**config.mk**
```make
export PLATFORM = sky130hd
export DESIGN_NAME = seq_scan_ctrl
export DESIGN_NICKNAME = d
export VERILOG_FILES = /design/src/rtl/seq_scan_ctrl.sv
export SDC_FILE = /design/constraint.sdc
export NUM_CORES = 1
export LEC_CHECK = 0
export BUFFER_PORTS_ARGS = -buffer_cell sky130_fd_sc_hd__clkbuf_2
export CAP_MARGIN = 0
export CORE_AREA = 5 5 79 81
export CTS_CLUSTER_DIAMETER = 80
export DETAILED_ROUTE_END_ITERATION = 10
export DIE_AREA = 0 0 84 86
export PLACE_DENSITY = 0.63
export SETUP_SLACK_MARGIN = 0.3
export SLEW_MARGIN = 20
export SYNTH_ARGS = -nofsm -noshare
export SYNTH_HDL_FRONTEND = slang
export SYNTH_SLANG_ARGS = --single-unit
```
**constraint.sdc**
```tcl
create_clock -name clk -period 1.7 [get_ports clk]
set_clock_uncertainty 0.05 [all_clocks]
set_input_delay 0.34 -clock clk [delete_from_list [all_inputs] [get_ports clk]]
set_output_delay 0.34 -clock clk [all_outputs]
set_load 0.01 [all_outputs]
```
**src/rtl/seq_scan_ctrl.sv**
```systemverilog
// Serial scan controller: shifts a word MSB-first into an external sequence
// detector and records which bits completed a match. Optional abort input: SEQ_SCAN_ABORT_EN.
module seq_scan_ctrl #(
    parameter int WIDTH = 8,
    parameter int CW    = $clog2(WIDTH + 1)
) (
    input  logic             clk,
    input  logic             reset,
    input  logic             start,
    input  logic [WIDTH-1:0] data_in,
    input  logic             det_y,
`ifdef SEQ_SCAN_ABORT_EN
    input  logic             abort,
`endif
    output logic             det_x,
    output logic             det_rst,
    output logic             busy,
    output logic             done,
    output logic [WIDTH-1:0] match_mask,
    output logic [CW-1:0]    match_count
);

    typedef enum logic [2:0] {
        S_IDLE,
        S_CLEAR,
        S_SHIFT,
        S_DRAIN,
        S_DONE
    } state_t;

    localparam logic [WIDTH-1:0] MSB_ONEHOT = {1'b1, {(WIDTH-1){1'b0}}};

    state_t           state;
    logic [WIDTH-1:0] shreg;
    // drv marks the bit on det_x now; sel marks the bit whose result det_y shows now
    logic [WIDTH-1:0] drv;
    logic [WIDTH-1:0] sel;
    logic             abort_hit;

`ifdef SEQ_SCAN_ABORT_EN
    assign abort_hit = abort && (state == S_CLEAR || state == S_SHIFT || state == S_DRAIN);
`else
    assign abort_hit = 1'b0;
`endif

    always_ff @(posedge clk or posedge reset) begin
        if (reset) begin
            state       <= S_IDLE;
            shreg       <= '0;
            drv         <= '0;
            sel         <= '0;
            det_x       <= 1'b0;
            det_rst     <= 1'b0;
            busy        <= 1'b0;
            done        <= 1'b0;
            match_mask  <= '0;
            match_count <= '0;
        end else if (abort_hit) begin
            state       <= S_IDLE;
            shreg       <= '0;
            drv         <= '0;
            sel         <= '0;
            det_x       <= 1'b0;
            det_rst     <= 1'b0;
            busy        <= 1'b0;
            done        <= 1'b0;
            match_mask  <= '0;
            match_count <= '0;
        end else begin
            // The detector answers one cycle after each bit, so results trail drv by one.
            sel <= drv;
            if (det_y && (sel != '0)) begin
                match_mask  <= match_mask | sel;
                match_count <= match_count + CW'(1);
            end

            case (state)
                S_IDLE: begin
                    if (start) begin
                        state       <= S_CLEAR;
                        shreg       <= data_in;
                        match_mask  <= '0;
                        match_count <= '0;
                        busy        <= 1'b1;
                        det_rst     <= 1'b1;
                    end
                end
                S_CLEAR: begin
                    state   <= S_SHIFT;
                    det_rst <= 1'b0;
                    det_x   <= shreg[WIDTH-1];
                    shreg   <= shreg << 1;
                    drv     <= MSB_ONEHOT;
                end
                S_SHIFT: begin
                    drv <= drv >> 1;
                    if (drv[0]) begin
                        state <= S_DRAIN;
                        det_x <= 1'b0;
                    end else begin
                        det_x <= shreg[WIDTH-1];
                        shreg <= shreg << 1;
                    end
                end
                S_DRAIN: begin
                    state <= S_DONE;
                    done  <= 1'b1;
                end
                S_DONE: begin
                    state <= S_IDLE;
                    done  <= 1'b0;
                    busy  <= 1'b0;
                end
                default: begin
                    state <= S_IDLE;
                    busy  <= 1'b0;
                    done  <= 1'b0;
                    det_x <= 1'b0;
                end
            endcase
        end
    end

endmodule

```
==> qor.yml <==
clk_latency_ps: 290
tightest_slew_ps: 537
yosysTopAreaCellShare_pct: 58.5
r2r_slack_ps: 220
syn2layout_area_growth_pct: 29.7
power_frac_seq_pct: 34.9
power.internal_mw: 3.24
grt_first_pass_wirelength_um: 6610
synth_edf_count: 0
setup_tns_ps: 0
drt_pre_antenna_iters: 4
via_per_inst: 4.93
initial_core_util_pct: 34.0
synth_ff_type: "dfrtp_1"
syn_inst: 167
start_kind: "flop"
utilization_pct: 44.1
wl_per_cell_um: 13.5
rows: 27
finalHoldViolations: 0
grt_overflow: 0
reg2reg_depth: 5
yosys_warnings: 0
peakVddDrop_mv: 1.09
initialDrtViolationCount: 80
syn-num-nets: 180
ctsHoldBuffers: 0
r2r_start: "state[0]$_DFFE_PP0P_"
rsz0062_at_grt: "yes"
place_hpwl_um: 2450
swShare_pct: 37.8
finalCriticalPeriod_ps: 1480
synth_area_leaders: "dfrtp_1, o21ai_0, a2bb2oi_1"
hp-class: "input port to async pin"
track_usage_pct: 11.3
worstSetupEndpointType: "flop"
multi_input_area_um2: 805
worst-setup-path-type: "flop to flop"
num_io_pins: 28
clock_path_buffers: 2
ys_types: 30
power.density_nw_per_um2: 2190
drv_slew: 0
drcViolationCount: 0
status: "finished clean"
globalplace.congestion: 0.736
worstSetupStartpoint: "state[0]$_DFFE_PP0P_"
nets: 220
final-seq-area_um2: 1080
leakage_nw: 1.09
synth-async-reset-ratio_pct: 100
cts-buffers-inserted: 5
p_sw_mw: 1.97
postSynthAreaPerCell_um2: 11.0
synth_area_um2: 1840
wl_um: 3780
clockPowerShare_pct: 15.1
cts_sinks: 43
routed-via-count: 1380
core_um2: 5410
grt_pass1_vias: 1400
crit_end: "shreg[4]$_DFFE_PP0P_"
portBuffers: 27
grt_max_degree: 44
comb_power_share_pct: 50.0
maxCapViolations: 0
r2r-end: "shreg[4]$_DFFE_PP0P_"
yosys.area.top_type: "dfrtp_1"
drive_above_1_share_pct: 35.1
num_antenna_cells: 0
cp.arrival_ps: 1610
cts_root_buf: "clkbuf_8"
fp.dieH_um: 86
synth_seq_cells: 43
fmax_ghz: 0.674
maxSlewHeadroom_pct: 64.2
clk_pin_slew_ps: 80
fill_cells: 531
final.period_utilization_pct: 87.3
required_ps: 1830
cts_tree: "done"
die_w_um: 84
ys_seq_area_share_pct: 58.5
antenna_left: 0
antenna_found_initial: 0
dieArea_um2: 7220
setup_viol: 0
path_max_fanout: 13
htreeDepth: 2
## area by class of cell
| type | count | share of cell area [%] |
|---|---|---|
| clock buffers | 5 | 2.89 |
| clock inverters | 3 | 1.84 |
| inverters | 6 | 0.944 |
| multi-input cells | 109 | 33.7 |
| flip-flops and latches | 43 | 45.2 |
| well taps | 72 | 3.78 |
| repair buffers | 42 | 11.6 |
## worst min path at each step
stage / end / slack (ps)
after global routing: shreg[3]$_DFFE_PP0P_ / 170
after CTS: sel[3]$_DFF_PP0_ / 110
after floorplan: sel[7]$_DFF_PP0_ / 340
final: match_mask[0]$_DFF_PP0_ / 100
after global placement: sel[4]$_DFF_PP0_ / 370
after detailed placement: sel[2]$_DFF_PP0_ / 370
## cell usage in the layout, fill, tap and decap left out, types with 6 or more instances in the layout
master    instances
clkbuf_2         27
a21oi_1          13
a22oi_1           6
dfrtp_1          41
a221oi_2          6
nand2_1          17
o21ai_0          18
buf_4            12
inv_1             6
nor2_1           13
## stage by stage
stage / std cells / total power [mW] / setup WS, ps / hold slack (ps) / instance area [µm²]
after floorplan: 167 / 3.31 / 258 / 339 / 1870
after global placement: 267 / 3.86 / 128 / 368 / 2110
after detailed placement: 267 / 3.90 / 75.3 / 370 / 2110
after CTS: 277 / 4.88 / 203 / 112 / 2280
after global routing: 280 / 5.62 / 172 / 174 / 2380
final: 280 / 5.22 / 216 / 101 / 2380
## metal layers
layer  vias up  routed length (µm)  global-route usage [%]  part of all wire (%)
met4         0                  24                    4.39                  0.64
li1        681                   -                       -                     -
met2        32                1810                    17.5                    48
met3         2                 166                    3.46                   4.4
met1       665                1770                    14.8                    47
met5         -                   0                       0                     0
## logic make-up after synthesis
group	share of synthesized area, %
and+or+nand+nor	11.1
DFF	58.5
buffers and inverters	4.35
xor gates and xnor gates	0.953
AOI/OAI and AO/OA	21.1
adders and majority gates	0.680
muxes	3.33
## flip-flops by register name, summed over array words and instances (netlist names)
signal       count
drv              8
state            3
match_mask       8
det_rst          1
done             1
sel              8
det_x            1
match_count      4
busy             1
shreg            8
## critical path, cell delays in order, from the launching register on
cell and delay (ps):
dfrtp_2 460, buf_12 170, o21bai_4 310, a21oi_4 110
buf_12 150, a2bb2oi_2 120
## synth_stat cells (2+ instances only)
cell type and number:
nand2_1 17, a21oi_1 13, buf_4 3, a2bb2oi_1 9, a22oi_1 6, a221oi_1 7
o21ai_0 19, clkbuf_1 5, nor4_1 2, nor2_1 13, mux2i_1 5, dfrtp_1 43
nand2b_1 3, inv_1 6
## what timing repair did
item,CTS,global route
gates resized for setup,9,14
setup endpoints to repair,18,27
pin swaps,2,4
gates cloned,1,0
setup buffers,1,3
## power groups by stage
stage | Sequential [mW] | Clock (mW) | Combinational, mW
final | 1.82 | 0.787 | 2.61
after global routing | 1.88 | 0.856 | 2.89
after floorplan | 1.78 | 0 | 1.53
after global placement | 1.78 | 0 | 2.07
after detailed placement | 1.79 | 0 | 2.11
after CTS | 1.79 | 0.812 | 2.28
Power figures use the tool's default switching activity.
